===== config.mk =====
export PLATFORM = sky130hd
export DESIGN_NAME = rr_arbiter8
export DESIGN_NICKNAME = d
export VERILOG_FILES = /design/src/rtl/rr_arb_pkg.sv /design/src/rtl/rr_pick8.sv /design/src/rtl/rr_arbiter8.sv
export SDC_FILE = /design/constraint.sdc
export NUM_CORES = 1
export LEC_CHECK = 0
export CAP_MARGIN = 30
export CORE_ASPECT_RATIO = 2
export CORE_MARGIN = 2
export CORE_UTILIZATION = 30
export DETAILED_ROUTE_END_ITERATION = 10
export GPL_ROUTABILITY_DRIVEN = 0
export GPL_TIMING_DRIVEN = 0
export SLEW_MARGIN = 5
export SYNTH_ARGS = -nofsm -noshare
export SYNTH_HDL_FRONTEND = slang
export SYNTH_SLANG_ARGS = --single-unit

===== constraint.sdc =====
create_clock -name clk -period 3.6 [get_ports clk]
set_input_delay 0.54 -clock clk [delete_from_list [all_inputs] [get_ports clk]]
set_output_delay 0.54 -clock clk [all_outputs]
set_load 0.05 [all_outputs]

===== src/rtl/rr_arb_pkg.sv =====
// Shared types and the rotate-and-encode helper for the 8-way round-robin arbiter.
package rr_arb_pkg;

  localparam int N_REQ = 8;
  localparam int ID_W  = 3;

  typedef enum logic {
    IDLE  = 1'b0,
    GRANT = 1'b1
  } state_t;

  // First requester at or after ptr, wrapping modulo N_REQ.
  function automatic logic [ID_W-1:0] rot_first(input logic [N_REQ-1:0] req,
                                                input logic [ID_W-1:0]  ptr);
    logic [2*N_REQ-1:0] dbl;
    logic [ID_W-1:0]    off;
    dbl = {req, req} >> ptr;
    off = '0;
    for (int i = N_REQ - 1; i >= 0; i--) begin
      if (dbl[i]) off = ID_W'(i);
    end
    return off + ptr;
  endfunction

endpackage


===== src/rtl/rr_pick8.sv =====
// Combinational round-robin pick: rotate req by ptr, lowest-index priority encode, un-rotate.
module rr_pick8
  import rr_arb_pkg::*;
(
  input  logic [N_REQ-1:0] req,
  input  logic [ID_W-1:0]  ptr,
  output logic             any,
  output logic [ID_W-1:0]  idx
);

  assign any = |req;
  assign idx = rot_first(req, ptr);

endmodule


===== src/rtl/rr_arbiter8.sv =====
// 8-way round-robin arbiter with registered one-hot grant, binary id and optional hold timeout.
// One idle cycle always separates consecutive grants so the shared resource can turn around.
module rr_arbiter8
  import rr_arb_pkg::*;
#(
  parameter int HOLD_MAX = 16
) (
  input  logic             clk,
  input  logic             rst,
  input  logic [N_REQ-1:0] req,
  output logic [N_REQ-1:0] gnt,
  output logic [ID_W-1:0]  gnt_id,
  output logic             gnt_valid,
  output logic             timeout
);

  localparam int CNT_W = (HOLD_MAX == 0) ? 1 : $clog2(HOLD_MAX + 1);
  localparam bit TO_EN = (HOLD_MAX != 0);
  localparam logic [CNT_W-1:0] HOLD_LAST = CNT_W'((HOLD_MAX == 0) ? 0 : HOLD_MAX - 1);

  state_t           state, state_nxt;
  logic [ID_W-1:0]  ptr, ptr_nxt;
  logic [CNT_W-1:0] hold_cnt, cnt_nxt;
  logic [N_REQ-1:0] gnt_nxt;
  logic [ID_W-1:0]  id_nxt;
  logic             to_nxt;
  logic             pick_any;
  logic [ID_W-1:0]  pick_idx;
  logic             rel_a, rel_b;

  rr_pick8 u_pick (
    .req (req),
    .ptr (ptr),
    .any (pick_any),
    .idx (pick_idx)
  );

  assign rel_a     = ~req[gnt_id];
  assign rel_b     = TO_EN && (hold_cnt == HOLD_LAST);
  assign gnt_valid = |gnt;

  always_comb begin
    state_nxt = state;
    gnt_nxt   = gnt;
    id_nxt    = gnt_id;
    ptr_nxt   = ptr;
    cnt_nxt   = hold_cnt;
    to_nxt    = 1'b0;
    case (state)
      IDLE: begin
        if (pick_any) begin
          state_nxt = GRANT;
          gnt_nxt   = N_REQ'(1) << pick_idx;
          id_nxt    = pick_idx;
          cnt_nxt   = '0;
        end
      end
      GRANT: begin
        if (rel_a || rel_b) begin
          state_nxt = IDLE;
          gnt_nxt   = '0;
          ptr_nxt   = gnt_id + ID_W'(1);
          // An owner dropping its request on the final cycle is a normal release.
          to_nxt    = ~rel_a;
        end else begin
          cnt_nxt = hold_cnt + CNT_W'(1);
        end
      end
      default: state_nxt = IDLE;
    endcase
  end

  always_ff @(posedge clk) begin
    if (rst) begin
      state    <= IDLE;
      gnt      <= '0;
      gnt_id   <= '0;
      ptr      <= '0;
      hold_cnt <= '0;
      timeout  <= 1'b0;
    end else begin
      state    <= state_nxt;
      gnt      <= gnt_nxt;
      gnt_id   <= id_nxt;
      ptr      <= ptr_nxt;
      hold_cnt <= cnt_nxt;
      timeout  <= to_nxt;
    end
  end

endmodule


### After elaboration in Yosys (flattened, before gate mapping)

Cells that the tools add are included.

| operators by class | value |
|---|---|
| equal/unequal tests | 4 |
| muxes and demuxes | 19 |
| reductions and logical operators | 8 |
| shift operators | 2 |
| order comparisons | 1 |
| bitwise gates (word level) | 3 |
| add/subtract/negate cells | 3 |

Operators by type and width:

| cell | number |
|---|---|
| 3-bit 2-to-1 mux | 8 |
| 8-bit 2-to-1 mux | 2 |
| 8-bit one-hot mux with 2 select lines | 1 |
| 8-bit OR reduction | 2 |
| 16-bit by 3-bit >> shifter with 8-bit output | 1 |
| 5-bit 2-to-1 mux | 2 |
| 5-bit one-hot mux with 2 select lines | 1 |
| 2-bit AND reduction | 4 |
| 1-bit by 3-bit << shifter with 8-bit output (first input constant) | 1 |
| 5-bit by 1-bit adder with 5-bit output (second input constant) | 1 |
| 5-bit by 4-bit equality test with 1-bit output (second input constant) | 1 |
| 3-bit by 4-bit < comparator with 1-bit output (second input constant) | 1 |
| 2-bit inequality test (second input constant) | 2 |
| 3-bit by 1-bit adder with 3-bit output (second input constant) | 1 |
| 3-bit adder | 1 |
| 1-bit binary-select mux with 3-bit select | 1 |
| 1-bit 2-to-1 mux | 3 |
| 1-bit inverter | 3 |
| 3-bit OR reduction | 1 |
| 2-bit by 1-bit inequality test with 1-bit output (second input constant) | 1 |
| 1-bit one-hot mux with 2 select lines | 1 |
| 1-bit logical OR | 1 |

| storage, ports and cells | value |
|---|---|
| input bits | 10 |
| bits in registers | 21 |

### Logic depth before layout (Yosys ltp)

Gate-level depths: netlist of run 1.

| logic depth | value |
|---|---|
| depth in word-level cells | 13 |
| gate-level depth with buffers | 16 |

### Cells and area by module

A second synthesis of run 1 with hierarchy kept.

| second synthesis, totals | value |
|---|---|
| cells, all modules | 156 |
| area total of the unflattened synthesis | 1529.0 um2 |

By module, submodules not included:

| module | cells an instance | seq. area each (um2) | instances | area an instance (um2) |
|---|---|---|---|---|
| rr_arbiter8 | 106 | 420.4 | 1 | 1009.7 |
| rr_pick8 | 50 | 0.0 | 1 | 519.2 |

### Worst setup path after synthesis of run 1

OpenSTA, ideal clock, no wires.

| timing path | value |
|---|---|
| path type | reg-to-reg |
| start point | register ptr[2] |
| end point | register gnt_id[2] |
| period minus slack after synthesis | 3.062 ns |
| library setup time | 0.122 ns |
| path slack | 0.538 ns |
| cell stages (with the launch flop) | 14 |
| arrival | 2.940 ns |
| required time | 3.478 ns |
| cell sequence | dfxtp_1 > buf_4 > buf_2 > xor2_1 > mux2i_1 > o2111ai_1 > o21ai_0 > nor2_1 > o31ai_1 > ha_1 > inv_1 > fa_1 > and4bb_1 > a311o_1 |

| on the way | value |
|---|---|
| word-level cells in the longest chain between the ends | 10 |

RTL lines:

| item | line | RTL |
|---|---|---|
| from (decl) | rr_arbiter8.sv:22 | `logic [ID_W-1:0] ptr, ptr_nxt;` |
| from (signal assigned) | rr_arbiter8.sv:85 | `ptr <= ptr_nxt;` |
| 16-bit by 3-bit >> shifter with 8-bit output | rr_arb_pkg.sv:17 | `dbl = {req, req} >> ptr;` |
| 3-bit 2-to-1 mux (8 in a row) | rr_arb_pkg.sv:20 | `if (dbl[i]) off = ID_W'(i);` |
| 3-bit adder (*) | rr_arb_pkg.sv:22 | `return off + ptr;` |
| to (signal assigned) | rr_arbiter8.sv:84 | `gnt_id <= id_nxt;` |
| to (decl) | rr_arbiter8.sv:12 | `output logic [ID_W-1:0] gnt_id,` |

Every way passes the cells marked *; elsewhere a longest branch is shown, timed or not.
A chain may end at the register's enable or synchronous reset.

### Worst setup path after layout of run 1

| timing path | value |
|---|---|
| start point | input req[6] |
| end point | register gnt[6] |

| on the way | value |
|---|---|
| word-level cells in the longest chain between the ends | 13 |
| elaborated cells on any way between the ends | 21 |
| classes of those cells | add/sub (1); eq/ne (2); shift (2); mux (12); bitwise (1); reduce/logical (3) |

RTL lines:

| item | line | RTL |
|---|---|---|
| from (decl) | rr_arbiter8.sv:10 | `input logic [N_REQ-1:0] req,` |
| 16-bit by 3-bit >> shifter with 8-bit output | rr_arb_pkg.sv:17 |  |
| 3-bit 2-to-1 mux (8 in a row) | rr_arb_pkg.sv:20 |  |
| 3-bit adder | rr_arb_pkg.sv:22 |  |
| 1-bit by 3-bit << shifter with 8-bit output | rr_arbiter8.sv:53 | `gnt_nxt = N_REQ'(1) << pick_idx;` |
| 8-bit 2-to-1 mux | rr_arbiter8.sv:51 | `if (pick_any) begin` |
| 8-bit one-hot mux with 2 select lines | rr_arbiter8.sv:49 | `case (state)` |
| to (signal assigned) | rr_arbiter8.sv:83 | `gnt <= gnt_nxt;` |
| to (decl) | rr_arbiter8.sv:11 | `output logic [N_REQ-1:0] gnt,` |

Several ways; a longest one is shown, not always the timed one. The select of a mux whose other input is x is not followed.

==> summary.txt, run 1 <==
Placed design
  • Post-Place Cells: roughly 290
  • Hpwl dp: about 3.4 mm
  • Placement Cell Area: ~2100 µm²
  • Worst slack, placed: -0.3200 ns
  • I/O Buffers: 19

Synthesis
  • Post-Syn Area: 1799 µm²
  • Async S/R FF share, synth: 0%
  • Yosys cell types: 60
  • Commonest cells in the netlist: nor2_1 (31), dfxtp_1 (21), mux2i_1 (16)
  • Syn Area/Cell: between 8 and 9 µm²
  • EDFF count, synth: 0
  • Most common cell in the synthesized netlist: nor2_1
  • Share of the synthesized area in the top cell type: a little under a quarter
  • Top FF cell, synth: dfxtp_1
  • Synthesized Nets: 222
  • Flops & latches, synth: 21
  • Post-synthesis cell type with the largest combined area: dfxtp_1
  • Synth top area cells: dfxtp_1 (23%), mux2i_1 (8.9%), nor2_1 (6.5%)
  • Synthesized instance count: between 200 and 250
  • YS warnings: 0
  • Share of the yosys chip area belonging to registers: between 20% and 30%

Timing
  • Final min period: 3.347 ns
  • Rel. slew slack: slightly above 60%
  • Least-Margin Pin Slew: 0.5675 ns
  • Clk_skew: about 0.0028 ns
  • Max Freq: between 200 and 300 MHz
  • Final hold vios: 0
  • Final worst path period share: ~93%
  • Slew Viols, Final: 0
  • Final worst slack: about 0.25 ns
  • Unrepaired setup endpoints after global routing: no
  • Finish-stage setup viols: 0

GRT
  • M2 GR Usage: 22.59%
  • Met3 Resource Use GR: under 10%
  • First-pass GRT wire length: slightly below 8 mm
  • Initial antenna violation count: 0
  • Vias in the first global route: about 1700
  • Grt met1 use: between 10% and 20%
  • GR peak layer: met2
  • Grt total ovfl: 0
  • Pin count of the biggest net entering global routing: 13
  • GRT Total Usage: approximately 15%

Drt
  • Drt pass-1 iters: 7
  • Final WL: roughly 4.5 mm
  • WL per Instance: between 15 and 20 µm
  • Initial DRC count: 80
  • Post-route antenna net violation count: 0
  • Vias: about 1700
  • Via/cell ratio: between 5 and 6
  • DR DRC count: 2

Worst setup path
  • CP Data Required Time: approximately 3.8 ns
  • CP max FO: 10
  • Worst EP arrival: ~3.6 ns
  • Startpoint Class: primary input
  • R2R Setup Slk: between 0.3 and 0.4 ns
  • Critical path class: in2reg
  • FF-to-FF End: gnt[6]$_SDFFE_PP0P_
  • CP endpoint kind: flip-flop
  • R2r worst-path depth: 13
  • Reg2reg start: ptr[2]$_SDFFE_PP0P_

Clock network
  • CTS H-tree lvls: 1
  • CTS buffer count: 3
  • CTS tree: yes
  • Clock Root Buffer: clkbuf_16
  • Worst-skew pair later-pin latency: roughly 0.25 ns
  • CTS clk-pin slew, worst paths: around 0.060 ns
  • CTS Buffer Depth: 2
  • Hold Buf Count CTS: 0
  • Num Clock Sinks: 21

Floorplanning
  • CORE AREA: ~6000 µm²
  • Die Wd: about 60 µm
  • Boundary pin count: 23
  • Chip Height: between 100 and 150 µm
  • DIE AREA: about 6700 µm²
  • Row cnt: 40
  • Starting density of the core: a little under a third

Finish
  • # diodes: 0
  • Non-Filler Instances: 293
  • Fin area: approximately 2200 µm²
  • FILL cells: around 640
  • Multi-input logic area: approximately 1200 µm²
  • Area grow syn2layout: 20.86%
  • Register area: between 400 and 500 µm²
  • Share of cells above drive strength 1: 18.26%
  • Nets@finish: roughly 250
  • Final core occ: 36.82%

Outcome
  • Violated checks: DRC
  • Status: complete, but fails checks

Power and ir drop
  • Cell internal power dissipation: around 0.65 mW
  • Power share of the clock group: 21.0%
  • Switching share of power: 42.02%
  • VDD IR-drop max: between 300 and 400 µV
  • Combinational Power Share: 52.5%
  • Leakage: between 0.8 and 0.9 nW
  • Total net switching power: 0.4708 mW
  • Sequential power share: 26.5%
  • Pwr Density: between 500 and 600 nW/µm²

Run
  • MaxCap Viol Count: 0

Hold path
  • Worst Hold End: gnt[0]$_SDFFE_PP0P_
  • Min-delay src: gnt[0]$_SDFFE_PP0P_
  • Hold crit path type: reg2reg
  • Worst Hold Path Cells: 2
==> cell usage in the layout, fill, tap and decap left out, drive strengths merged, types with 2 or more instances in the layout <==
cell	instances
a21oi	11
nor2	31
mux2i	16
nand2	15
mux4	4
dfxtp	21
and3	2
xor2	3
clkdlybuf4s50	17
clkbuf	7
a211oi	4
nor2b	5
inv	9
mux2	2
and2	2
a22oi	3
nor3	4
dlymetal6s2s	2
buf	14
xnor2	2
ha	4
a31oi	3
nor4b	3
o21ai	5
a221oi	3
nor4	9
a22o	6
==> cells by family after synthesis <==
group	count (synthesis)	share of synthesized area [%]
AOI/OAI and AO/OA	49	20.93
xor gates and xnor gates	5	3.269
adders and majority gates	5	3.894
buffers and inverters	27	8.622
DFF	21	23.37
muxes	22	15.16
and+or+nand+nor	78	24.76
==> registers in the layout, summed over array words and instances (netlist names) <==
| name | flops |
|---|---|
| timeout | 1 |
| state | 1 |
| ptr | 3 |
| hold_cnt | 5 |
| gnt_id | 3 |
| gnt | 8 |
==> per-stage QoR <==
stage / power [mW] / hold WS [ns] / setup TNS [ns]
6_report: 1.120 / 0.4576 / 0
5_1_grt: 1.201 / 0.5003 / 0
4_1_cts: 1.116 / 0.4640 / 0
3_5_place_dp: 0.8741 / 0.4556 / -1.146
3_3_place_gp: 0.8675 / 0.4534 / -1.401
2_1_floorplan: 0.7282 / 0.4525 / 0
==> worst max-delay path, stage by stage <==
cell	delay [ns]
clkdlybuf4s50_1	0.44
buf_2	0.21
mux4_2	0.46
o21bai_1	0.16
a21oi_1	0.14
o21ai_0	0.13
o21ai_1	0.16
o31ai_1	0.09
ha_1	0.19
inv_1	0.07
fa_2	0.49
nor4_4	0.32
a22o_1	0.16
==> what timing repair did <==
item                                    4_1_cts  5_1_grt
endpoints found under the setup margin        2        5
setup buffers                                 0        0
resized for setup                             1        7
==> worst max path at each step <==
stage,startpoint,to,slack (ns),depth (start not counted)
global route,req[3],gnt[6]$_SDFFE_PP0P_,0.03,14
CTS,req[2],gnt[6]$_SDFFE_PP0P_,0.05,13
finish,req[6],gnt[6]$_SDFFE_PP0P_,0.25,13
detailed placement,req[2],gnt[6]$_SDFFE_PP0P_,-0.32,13
floorplan,ptr[2]$_SDFFE_PP0P_,gnt_id[2]$_SDFFE_PP0P_,0.54,13
global placement,req[2],gnt[2]$_SDFFE_PP0P_,-0.29,13
==> layout make-up <==
type | instances | share of cell area (%)
inverters | 9 | 1.554
clock buffers | 3 | 3.452
clock inverters | 1 | 0.2301
well taps | 63 | 3.625
plain buffers | 18 | 5.696
repair buffers | 19 | 8.976
flip-flops and latches | 21 | 19.39
multi-input cells | 159 | 57.08
==> per-layer routing <==
metal | wire [µm] | part of all wire [%] | vias to the layer above
li1 | - | - | 815
met1 | 1960 | 43 | 789
met2 | 2221 | 49 | 59
met3 | 286 | 6.3 | 13
met4 | 80 | 1.8 | 0
met5 | 0 | 0 | -
==> power groups by stage <==
stage          registers [mW]  clock network (mW)  logic, mW
2_1_floorplan           0.372                   0      0.357
3_3_place_gp            0.301                   0      0.566
3_5_place_dp            0.303                   0      0.571
4_1_cts                 0.298               0.240      0.578
5_1_grt                 0.304               0.257      0.641
6_report                0.297               0.235      0.589
Note: power is estimated with default switching activity, not from simulation.
==> run 2, diff against run 1 <==
CORE_MARGIN = 3   (was 2)
==> run 2 against run 1 <==
Against the previous run: the run now ends clean; cell area is 0.35% lower; register-to-register slack worse by 0.13 ns; flip-flop and latch count stayed put; via count is 2.3% higher; critical endpoint is now gnt_id[2]$_SDFFE_PP0P_; largest cell class unchanged; highest routed layer unchanged.
==> summary.txt, run 2 (synthesized netlist as in run 1, its figures left out) <==
Worst setup path
  • Slowest-stage cell, CP: clkdlybuf4s50_1
  • R2R Setup Slk: approximately 0.26 ns
  • FF-to-FF End: gnt_id[2]$_SDFFE_PP0P_
  • CP peak stage delay: ~0.67 ns
  • R2r worst-path depth: 13
  • Most frequent CP cell: nor2_1
  • WP buf/inv: 2
  • Reg2reg start: ptr[2]$_SDFFE_PP0P_
  • CP Data Required Time: ~3.7 ns
  • Startpoint Class: primary input
  • Critical path class: in2reg
  • CP max FO: 8
  • CP Cell Sequence: clkdlybuf4s50_1 > mux2i_1 > mux2_2 > a21oi_1 > nor2_1 > a22oi_1 > nor2_1 > o31ai_1 > ha_1 > inv_1 > fa_2 > and4bb_1 > a311o_1
  • CP delay by family, top: compound AO/OA/AOI/OAI gates
  • CP endpoint kind: flip-flop
  • Worst EP arrival: between 3 and 4 ns

Power and ir drop
  • VDD IR-drop max: between 150 and 200 µV
  • Total Power: between 1 and 1.5 mW
  • Leakage: 0.7852 nW
  • Pwr Density: approximately 520 nW/µm²

Timing
  • Rel. slew slack: ~62%
  • Least-Margin Pin Slew: approximately 0.57 ns
  • Slew Viols, Final: 0
  • Finish-stage setup viols: 0
  • Final hold vios: 0
  • Unrepaired setup endpoints after global routing: no
  • Worst hold slack: 0.4721 ns
  • Clk_skew: about 0.0037 ns
  • Final min period: 3.402 ns
  • Max Freq: roughly 290 MHz
  • Final worst path period share: between 90% and 100%

Drt
  • DR DRC count: 0
  • Vias: approximately 1700
  • WL per Instance: around 17 µm
  • Via/cell ratio: between 5 and 6
  • Post-route antenna net violation count: 0
  • Initial DRC count: 60
  • Final WL: roughly 5.0 mm
  • Drt pass-1 iters: 4

Clock network
  • Hold Buf Count CTS: 0
  • CTS tree: yes
  • Num Clock Sinks: 21
  • Clock Root Buffer: clkbuf_16
  • CTS clk-pin slew, worst paths: approximately 0.050 ns
  • CTS H-tree lvls: 1
  • CTS buffer count: 3
  • CTS Buffer Depth: 2
  • Worst-skew pair later-pin latency: ~0.25 ns

GRT
  • Pin count of the biggest net entering global routing: 12
  • First-pass GRT wire length: 8.169 mm
  • Grt total ovfl: 0
  • GRT Total Usage: about 15%
  • Initial antenna violation count: 0
  • Vias in the first global route: between 1500 and 2000

Floorplanning
  • Boundary pin count: 23
  • Starting density of the core: 31.25%
  • CORE AREA: around 5800 µm²
  • Die Wd: a little over 60 µm
  • DIE AREA: between 7000 and 8000 µm²
  • Chip Height: approximately 120 µm
  • Row cnt: 39

Finish
  • Commonest non-fill, non-tap cell in the layout: nor2_1
  • Share of cells above drive strength 1: between 10% and 20%
  • Final core occ: between 30% and 40%
  • # diodes: 0
  • Largest Register: gnt
  • Commonest cells after routing, fill and taps aside: nor2_1 (30), dfxtp_1 (20), clkdlybuf4s50_1 (18)
  • Non-Filler Instances: ~290
  • Nets@finish: about 250
  • Biggest regs: gnt: 8 flops, hold_cnt: 5 flops
  • Fin area: between 2000 and 2500 µm²
  • Number of flip-flops in the largest register: 8
  • Area grow syn2layout: 20.45%

Placed design
  • I/O Buffers: 19
  • Placement Cell Area: 2066 µm²
  • Post-Place Cells: 287
  • Hpwl dp: around 4.0 mm

Outcome
  • Status: complete, no violations

Hold path
  • Worst Hold End: gnt[0]$_SDFFE_PP0P_
  • Worst Hold Path Cells: 2
  • Hold crit path type: reg2reg
  • Min-delay src: gnt[0]$_SDFFE_PP0P_

Run
  • MaxCap Viol Count: 0
-- run 2: changes by cell type in the layout (fill, tap and decap cells not counted) --
| cell | previous run | this run |
|---|---|---|
| clkdlybuf4s50_1 | 17 | 18 |
| clkbuf_1 | 2 | 3 |
| o21ai_0 | 2 | 1 |
| nor2_2 | 0 | 1 |
| clkinv_2 | 1 | 0 |
| dlygate4sd2_1 | 0 | 1 |
| dlymetal6s2s_1 | 2 | 0 |
| nor2_1 | 31 | 30 |
| o21ai_1 | 2 | 3 |
-- run 2: final cells by class --
| cell class | instances | area, µm² |
|---|---|---|
| buffer | 18 | 123.9 |
| fill | 595 | 3591 |
| sequential | 21 | 421.7 |
| timing repair buffer | 19 | 188.9 |
| multi-input combinational | 159 | 1244 |
| clock buffer | 4 | 78.83 |
| tap | 61 | 76.32 |
| inverter | 9 | 33.78 |
-- run 2: power by group --
part	switching, mW	internal [mW]
Sequential	0.0348	0.264
Combinational	0.360	0.237
Clock	0.0840	0.151
Total	0.479	0.651
-- run 2: tightest hold or removal path, cell delays in order (launching register included) --
cell,delay (ns)
dfxtp_1,0.32
nand2_1,0.06
o21ai_1,0.05
-- run 2: how the worst max path moves through the flow --
stage / from / to / slack, ns / depth (start not counted)
CTS: ptr[2]$_SDFFE_PP0P_ / gnt_id[2]$_SDFFE_PP0P_ / 0.04 / 13
floorplan: ptr[2]$_SDFFE_PP0P_ / gnt_id[2]$_SDFFE_PP0P_ / 0.54 / 13
detailed placement: req[2] / gnt[2]$_SDFFE_PP0P_ / -0.46 / 13
finish: req[5] / gnt_id[2]$_SDFFE_PP0P_ / 0.20 / 13
global route: req[3] / gnt[6]$_SDFFE_PP0P_ / 0.02 / 14
global placement: req[2] / gnt[2]$_SDFFE_PP0P_ / -0.45 / 13
-- run 2: metal layers --
| layer | wire (µm) | track usage, % |
|---|---|---|
| met3 | 215 | 1.449 |
| met5 | 0 | 0 |
| met2 | 2815 | 28.23 |
| met1 | 1753 | 14.43 |
| met4 | 264 | 10.85 |
-- run 2: metrics by stage --
| stage | worst slack [ns] | TNS, ns |
|---|---|---|
| detailed placement | -0.4583 | -3.156 |
| floorplan | 0.5375 | 0 |
| finish | 0.1979 | 0 |
| global route | 0.02465 | 0 |
| CTS | 0.03674 | 0 |
| global placement | -0.4484 | -2.872 |
-- run 2: repair_timing --
action | CTS | global route
resized for setup | 3 | 6
setup endpoints to repair | 7 | 9
pin swaps | 0 | 0
buffers inserted | 0 | 0
